File: config.mk
export PLATFORM = sky130hd
export DESIGN_NAME = hazard_ctrl
export DESIGN_NICKNAME = d
export VERILOG_FILES = /design/src/rtl/hazard_ctrl.sv
export SDC_FILE = /design/constraint.sdc
export NUM_CORES = 1
export LEC_CHECK = 0
export CORE_MARGIN = 1.5
export CORE_UTILIZATION = 45
export CTS_BUF_LIST = sky130_fd_sc_hd__clkbuf_16
export DETAILED_ROUTE_END_ITERATION = 8
export DONT_BUFFER_PORTS = 1
export HOLD_SLACK_MARGIN = 0.15
export PLACE_DENSITY = 0.69
export SLEW_MARGIN = 20
export SYNTH_ARGS = -nofsm -noshare
export SYNTH_HDL_FRONTEND = slang
export SYNTH_SLANG_ARGS = --single-unit
File: constraint.sdc
create_clock -name clk -period 2.07 [get_ports clk]
set_input_delay 0.414 -clock clk [delete_from_list [all_inputs] [get_ports clk]]
set_output_delay 0.414 -clock clk [all_outputs]
set_load 0.02 [all_outputs]
File: src/rtl/hazard_ctrl.sv
// Pipeline hazard controller: operand forwarding selects, load-use stalls,
// memory-wait freeze, exception drain sequencing and redirect flushes.
module hazard_fwd_unit (
  input  logic [4:0] src,
  input  logic [4:0] ex_dst,
  input  logic [4:0] mem_dst,
  input  logic [4:0] wb_dst,
  input  logic       ex_regwrite,
  input  logic       mem_regwrite,
  input  logic       wb_regwrite,
  output logic [1:0] sel
);
  always_comb begin
    sel = 2'd0;
    if (src != 5'd0) begin
      if (ex_regwrite && ex_dst == src)        sel = 2'd1;
      else if (mem_regwrite && mem_dst == src) sel = 2'd2;
      else if (wb_regwrite && wb_dst == src)   sel = 2'd3;
    end
  end
endmodule

module hazard_ctrl (
  input  logic        clk,
  input  logic        reset,
  input  logic [4:0]  id_rs,
  input  logic [4:0]  id_rt,
  input  logic [4:0]  ex_dst,
  input  logic [4:0]  mem_dst,
  input  logic [4:0]  wb_dst,
  input  logic        ex_regwrite,
  input  logic        mem_regwrite,
  input  logic        wb_regwrite,
  input  logic        ex_memread,
  input  logic        redirect,
  input  logic        exc_req,
  input  logic        dmem_busy,
  output logic [1:0]  ctrl_rs,
  output logic [1:0]  ctrl_rt,
  output logic        if_we,
  output logic        id_we,
  output logic        ex_we,
  output logic        mem_we,
  output logic        wb_we,
  output logic        if_flush,
  output logic        id_flush,
  output logic        ex_flush,
  output logic [1:0]  pc_sel,
  output logic [1:0]  state,
  output logic [15:0] stall_cnt
);
  localparam int NUM_OPS = 2;

  typedef enum logic [1:0] {RUN = 2'd0, MWAIT = 2'd1, EXC = 2'd2} state_e;

  state_e      state_q, state_d;
  logic [1:0]  drain_q, drain_d;
  logic [15:0] stall_q, stall_d;

  logic [NUM_OPS-1:0][4:0] op_src;
  logic [NUM_OPS-1:0][1:0] op_sel;
  logic                    load_use;

  assign op_src = {id_rt, id_rs};

  for (genvar g = 0; g < NUM_OPS; g++) begin : g_fwd
    hazard_fwd_unit u_fwd (
      .src          (op_src[g]),
      .ex_dst       (ex_dst),
      .mem_dst      (mem_dst),
      .wb_dst       (wb_dst),
      .ex_regwrite  (ex_regwrite),
      .mem_regwrite (mem_regwrite),
      .wb_regwrite  (wb_regwrite),
      .sel          (op_sel[g])
    );
  end

  assign load_use = ex_memread && (ex_dst != 5'd0) &&
                    ((ex_dst == id_rs) || (ex_dst == id_rt));

  always_comb begin
    ctrl_rs  = op_sel[0];
    ctrl_rt  = op_sel[1];
    if_we    = 1'b1;
    id_we    = 1'b1;
    ex_we    = 1'b1;
    mem_we   = 1'b1;
    wb_we    = 1'b1;
    if_flush = 1'b0;
    id_flush = 1'b0;
    ex_flush = 1'b0;
    pc_sel   = 2'd0;
    state_d  = state_q;
    drain_d  = drain_q;

    case (state_q)
      RUN: begin
        if (dmem_busy) begin
          {if_we, id_we, ex_we, mem_we, wb_we} = 5'b0;
          state_d = MWAIT;
        end else if (exc_req) begin
          if_we    = 1'b0;
          id_we    = 1'b0;
          id_flush = 1'b1;
          ex_flush = 1'b1;
          drain_d  = 2'd2;
          state_d  = EXC;
        end else if (redirect) begin
          {if_flush, id_flush, ex_flush} = 3'b111;
          pc_sel = 2'd1;
        end else if (load_use) begin
          if_we    = 1'b0;
          id_we    = 1'b0;
          ex_flush = 1'b1;
        end
      end
      MWAIT: begin
        {if_we, id_we, ex_we, mem_we, wb_we} = 5'b0;
        if (!dmem_busy) state_d = RUN;
      end
      EXC: begin
        // A memory stall freezes the drain entirely, including the vector fetch.
        if (dmem_busy) begin
          {if_we, id_we, ex_we, mem_we, wb_we} = 5'b0;
        end else begin
          if_we    = 1'b0;
          id_we    = 1'b0;
          id_flush = 1'b1;
          if (drain_q == 2'd0) begin
            pc_sel  = 2'd2;
            if_we   = 1'b1;
            state_d = RUN;
          end else begin
            drain_d = 2'(drain_q - 2'd1);
          end
        end
      end
      default: state_d = RUN;
    endcase

    if (reset) begin
      {if_we, id_we, ex_we, mem_we, wb_we} = 5'b0;
      {if_flush, id_flush, ex_flush}       = 3'b111;
      pc_sel  = 2'd0;
      ctrl_rs = 2'd0;
      ctrl_rt = 2'd0;
      state_d = RUN;
      drain_d = 2'd0;
    end
  end

  always_comb begin
    stall_d = stall_q;
    if (reset)                             stall_d = 16'd0;
    else if (!id_we && stall_q != 16'hFFFF) stall_d = stall_q + 16'd1;
  end

  always_ff @(posedge clk) begin
    state_q <= state_d;
    drain_q <= drain_d;
    stall_q <= stall_d;
  end

  assign state     = state_q;
  assign stall_cnt = stall_q;
endmodule
# --- Yosys cells after proc, flatten, opt, wreduce, memory -nomap -nowiden ---
# Cells that the tools add are included.
classes:
  n_addsub: 2
  n_eq_ne: 16
  mux: 55
  reduce_logical: 21
ops:
  columns: ["op", "n"]
  rows:
  - ["2-to-1 mux 2 bit", 21]
  - ["== test 5 bit", 6]
  - ["2-to-1 mux 1 bit", 27]
  - ["adder 16 x 1 -> 16 bit (second input constant)", 1]
  - ["!= test 16 bit (second input constant)", 1]
  - ["nonzero test 5 bit", 3]
  - ["!= test 2 bit (second input constant)", 6]
  - ["logical AND 1 bit", 9]
  - ["one-hot mux 2 bit (2 select lines)", 2]
  - ["one-hot mux 1 bit (2 select lines)", 3]
  - ["one-hot mux 2 bit (3 select lines)", 1]
  - ["AND reduction 5 bit", 1]
  - ["logical NOT 2 bit", 2]
  - ["AND reduction 4 bit", 1]
  - ["OR reduction 2 bit", 2]
  - ["!= test 3 bit (second input constant)", 1]
  - ["one-hot mux 1 bit (3 select lines)", 1]
  - ["== test 2 x 1 -> 1 bit (second input constant)", 1]
  - ["== test 2 bit (second input constant)", 1]
  - ["nonzero test 2 bit", 1]
  - ["subtractor 2 x 1 -> 2 bit (second input constant)", 1]
  - ["logical NOT 1 bit", 1]
  - ["logical OR 1 bit", 1]
totals:
  reg_bits: 20
  input_bits: 34
  out_inout_bits: 32
  word_cells: 97

# --- Longest topological paths before layout ---
# Gate-level depths: netlist of run 1.
depth:
  ltp_word: 11
  mapped_depth: 10
  mapped_depth_nobuf: 8

# --- Hierarchy ---
# Synthesis of run 1 repeated with hierarchy kept, for this count alone.
unflattened:
  hier_cells: 224
  hier_area_um2: 1760.4
by_module_without_submodules:
  columns: ["mod", "instances", "cells_per_inst", "area_each_um2", "seq_area_each_um2"]
  rows:
  - ["hazard_ctrl", 1, 168, 1307.5, 400.4]
  - ["hazard_fwd_unit", 2, 28, 226.5, 0.0]

# --- Least setup slack after synthesis of run 1 ---
# OpenSTA, ideal clock, no wires.
synth_timing:
  path_kind: "reg-to-reg"
  startpoint: "register stall_q[6] (netlist: stall_cnt[6])"
  endpoint: "register stall_q[11] (netlist: stall_cnt[11])"
  setup_time_ns: 0.123
  arrival_time_ns: 2.007
  required_ns: 1.947
  setup_slack_ns: -0.061
  stages_incl_launch_ff: 9
  n_path_buf: 1
  period_less_slack_ns: 2.131
  path_cell_list: "dfxtp_1 > nand4_1 > nor4_2 > nand2_1 > o21ai_1 > and2_4 > buf_6 > nor4_1 > mux2_1"
synth_via:
  elab_chain_cells: 2
  word_cells_on_any_way: 3
  cone_classes: "add/sub (1); eq/ne (1); reduce/logical (1)"
synth_rtl:
  columns: ["element", "line_no", "rtl"]
  rows:
  - ["start: declaration", "58", "logic [15:0] stall_q, stall_d;"]
  - ["start signal: assignment", "162", "stall_q <= stall_d;"]
  - ["parallel branches: the longest is 2 deep, another holds adder 16 x 1 -> 16 bit", null, null]
# Parallel ways; which one is timed is not known.
# A chain may end at the register's enable or synchronous reset.

# --- Final worst setup path of run 1 ---
layout_timing:
  startpoint: "input ex_dst[4]"
  endpoint: "output id_we"
layout_via:
  elab_chain_cells: 9
  word_cells_on_any_way: 12
  cone_classes: "eq/ne (2); mux (6); reduce/logical (4)"
layout_rtl:
  columns: ["element", "line_no", "rtl"]
  rows:
  - ["start: declaration", "28", "input logic [4:0] ex_dst,"]
  - ["== test 5 bit or nonzero test 5 bit (tied branches)", "80, 79", null]
  - ["logical OR 1 bit or logical AND 1 bit (tied branches)", "80, 79", null]
  - ["logical AND 1 bit *", "79", "assign load_use = ex_memread && (ex_dst != 5'd0) &&"]
  - ["2-to-1 mux 1 bit *", "112", "end else if (load_use) begin"]
  - ["2-to-1 mux 1 bit *", "109", "end else if (redirect) begin"]
  - ["2-to-1 mux 1 bit *", "102", "end else if (exc_req) begin"]
  - ["2-to-1 mux 1 bit *", "99", "if (dmem_busy) begin"]
  - ["one-hot mux 1 bit (2 select lines) *", "97", "case (state_q)"]
  - ["2-to-1 mux 1 bit *", "142", "if (reset) begin"]
  - ["end: declaration", "41", "output logic id_we,"]
# Every way passes the cells marked *; elsewhere a longest branch is shown, timed or not.

==> out/summary.log, run 1 <==
[yosys] Post-Syn Area 1568 µm²
[hold_path] Min-Delay Path Depth 1
[power] total power divided by cell area 503.9 nW/µm²
[floorplan] Core ar. 3337 µm²
[yosys] leading register cell type out of synthesis dfxtp_1
[clock_network] CTS tree built
[layout] layout overhead on the synthesized area 29.29%
[sta] clock tree skew after final layout 0.0006268 ns
[yosys] post-synthesis instance total 201
[floorplan] Ports 66
[floorplan] Total Die Area 3847 µm²
[yosys] post-synth top area share 25.54%
[layout] fraction of layout instances using a drive strength above 1 27.35%
[global_route] total overflow reported by the global router 0
[yosys] number of flops mapped to enable cells by yosys 0
[drt] Detailed Routing Iterations Pass 1 4
[global_route] Total GRT Usage 19.91%
[worst_setup_path] category of the critical setup timing path in2out
[layout] area of the multi-input gates 1167 µm²
[yosys] number of synthesized register bits 20
[floorplan] starting density of the core 46.98%
[global_route] largest net degree at the start of global routing 30
[floorplan] standard-cell row count 21
[yosys] area leader, netlist dfxtp_1
[layout] number of nets at the end of the flow 271
[yosys] cell types with the highest counts after synthesis 21 x xor2_1, 20 x dfxtp_1, 18 x nor2_1
[flow_run] number of max-cap violations 0
[global_route] vias in the first global route 1328
[worst_setup_path] start point of the critical path ex_dst[4]
[sta] number of failing setup endpoints in the final timing report 1
[floorplan] Die Span X 62.03 µm
[sta] Min Clock Period, post-route 2.071 ns
[worst_setup_path] endpoint of the most critical register-to-register path stall_cnt[13]$_SDFFE_PP0P_
[sta] Least-Margin Pin Slew 0.3704 ns
[sta] setup repair after global routing missed its margin yes
[layout] fin area 2027 µm²
[layout] count of non-filler cells in the finished layout 280
[placed_design] instance count after placement with tap cells included 273
[worst_setup_path] worst reg-to-reg setup slack 0.09 ns
[placed_design] DPL Wire Length 2.995 mm
[yosys] average size of a mapped cell 7.800 µm²
[clock_network] root buffer cell clkbuf_16
[worst_setup_path] critical path fanouts, max 3
[drt] detailed-route DRC error count 0
[floorplan] die outline height 62.03 µm
[drt] per-cell via count in the routed design 5.568
[drt] sum of routed wire length over all layers 3.909 mm
[worst_setup_path] required time reported for the critical path endpoint 1.66 ns
[layout] filler cell count in the final layout 318
[power] maximum resistive drop on vdd 0.4293 mV
[clock_network] clock network latency to the later pin of the worst-skew pair 0.25 ns
[clock_network] Reg clk slew, reported paths 0.06 ns
[worst_setup_path] critical path launch point type input port
[drt] first-iteration detailed-routing DRC count 58
[global_route] number of antenna violations at the first check in global routing 0
[drt] post-route antenna net violation count 0
[global_route] first-pass GRT wire length 5.720 mm
[yosys] most frequently used cell type in the post-synthesis netlist xor2_1
[sta] post-route clock period utilization 100.0%
[yosys] total nets after synthesis 237
[yosys] share of synthesized registers carrying an async set or reset 0%
[layout] Antenna Cells 0
[placed_design] Port Buf Inserts 0
[drt] Routed WL per cell 13.96 µm
[worst_setup_path] CP Capture Type output port
[clock_network] CTS hold repair buffers 0
[sta] number of failing hold endpoints at the final stage 0
[yosys] dominant cells by area after synthesis dfxtp_1 26%, xor2_1 12%, xnor2_1 6.7%, a21oi_1 5.1%, nor2_1 4.3%
[sta] Max Freq 482.9 MHz
[sta] Relative slew margins 75.22%
[worst_setup_path] capturing element of the worst setup path id_we
[sta] minimum setup slack in the final design -0.001028 ns
[layout] sequential cell area 402.9 µm²
[worst_setup_path] data arrival time of the critical path 1.66 ns
[yosys] total number of yosys warnings 0
[power] leak pwr 0.0007722 µW
[sta] summed negative setup slack over all endpoints -0.001028 ns
[clock_network] maximum count of clock buffers along a single path 2
[sta] max-slew violation count 0
[drt] vias after detailed routing 1559
[hold_path] worst min-delay path class in2reg
[yosys] sequential share of the synthesized area 25.54%
[worst_setup_path] worst flop-to-flop path startpoint stall_cnt[0]$_SDFFE_PP0P_
[yosys] distinct cell type count after synthesis 41
[run_status] failing checks setup timing
[placed_design] placed instance area 1863 µm²
[worst_setup_path] Reg2Reg Depth 8
[clock_network] number of buffers inserted during clock tree synthesis 3
[placed_design] global placer's final weighted congestion 0.7997
[run_status] status finished with violations
[clock_network] CTS H-tree depth 1
[clock_network] clk sinks 20
[power] total chip power 1021 µW
critical path, stage by stage:
cell	delay [ns]
or4_4	0.52
o21ai_2	0.13
and3b_1	0.20
o21ai_1	0.12
nand2_2	0.13
inv_2	0.13
placed cells by master (no fill, tap or decap), types with 3 or more instances in the layout:
master     count
a211oi_1       4
xor2_1        21
o31ai_1        3
and3_1         4
or3_1          4
nand2_1       10
clkbuf_16      3
nor3_1         5
dfxtp_1       18
nor2_1        18
nor2b_1        6
mux2_1         3
or4_1          5
a21oi_1       15
xnor2_1       12
buf_4         36
nand3_1       10
inv_1          7
nor4_2         5
o21ai_0        8
through the flow:
step	hold slack, ns	worst slack [ns]	utilization (%)
6_report	0.2210	-0.001028	60.74
5_1_grt	0.2124	-0.06575	60.74
4_1_cts	0.2154	0.003424	58.83
3_5_place_dp	0.4808	-0.09556	55.83
3_3_place_gp	0.4815	-0.06558	55.83
2_1_floorplan	0.4684	-0.02169	-
area by class of cell:
class                           instances  share of cell area [%]
Multi-Input combinational cell        165                   57.59
Inverter                                8                   1.481
Clock buffer                            3                   3.704
Sequential cell                        20                   19.88
Tap cell                               46                   2.840
Timing Repair Buffer                   37                   14.32
Clock inverter                          1                  0.1852
worst min-delay path by stage:
stage	startpoint	to	slack (ns)
finish	reset	stall_cnt[7]$_SDFFE_PP0P_	0.22
global route	reset	stall_cnt[7]$_SDFFE_PP0P_	0.21
CTS	reset	stall_cnt[6]$_SDFFE_PP0P_	0.22
detailed placement	drain_q[1]$_SDFFE_PP0P_	drain_q[1]$_SDFFE_PP0P_	0.48
global placement	drain_q[1]$_SDFFE_PP0P_	drain_q[1]$_SDFFE_PP0P_	0.48
floorplan	drain_q[1]$_SDFFE_PP0P_	drain_q[1]$_SDFFE_PP0P_	0.47
report_power, final:
part | total, µW | leakage (µW) | switching, µW | internal [µW]
Combinational | 213 | 0.000570 | 116 | 96.9
Sequential | 403 | 0.000163 | 6.28 | 396
Clock | 406 | 0.0000385 | 148 | 258
sequential cells by signal, indices dropped and copies added, names as in the netlist:
signal,cells
state,2
stall_cnt,16
drain_q,2
metal layers:
layer | global-route usage, % | part of all wire, % | routed length [µm] | vias to the layer above
met5 | 0 | 0 | 0 | -
met4 | 6.383 | 1.1 | 43 | 0
met2 | 31.40 | 48 | 1872 | 50
li1 | - | - | - | 785
met1 | 23.96 | 43 | 1674 | 720
met3 | 9.317 | 8.1 | 318 | 4
repair_timing:
action / in CTS / in global routing
pin swaps: 2 / 5
gates resized for setup: 6 / 8
setup buffers: 0 / 3
endpoints found under the setup margin: 2 / 14
cells by family (layout without fill, tap and decap cells):
group,after synthesis,after routing,synth area share [%]
simple gates,85,85,30.49
compound gates,41,41,15.80
xor+xnor,33,33,18.44
flops,20,20,25.54
buf+inv,16,49,5.347
mux,4,4,2.793
fa+ha+maj,2,2,1.596
No activity file was read; power rests on OpenSTA's default activity.
==> run 2, diff against run 1 <==
--- a/config.mk
+++ b/config.mk
@@ -5,11 +5,13 @@
 export SDC_FILE = /design/constraint.sdc
 export NUM_CORES = 1
 export LEC_CHECK = 0
+export CAP_MARGIN = 5
 export CORE_MARGIN = 1.5
 export CORE_UTILIZATION = 45
 export CTS_BUF_LIST = sky130_fd_sc_hd__clkbuf_16
 export DETAILED_ROUTE_END_ITERATION = 8
 export DONT_BUFFER_PORTS = 1
+export GPL_TIMING_DRIVEN = 1
 export HOLD_SLACK_MARGIN = 0.15
 export PLACE_DENSITY = 0.69
 export SLEW_MARGIN = 20
==> results of run 2 <==
The final DEF is identical to that of run 1; final timing and power are the same.
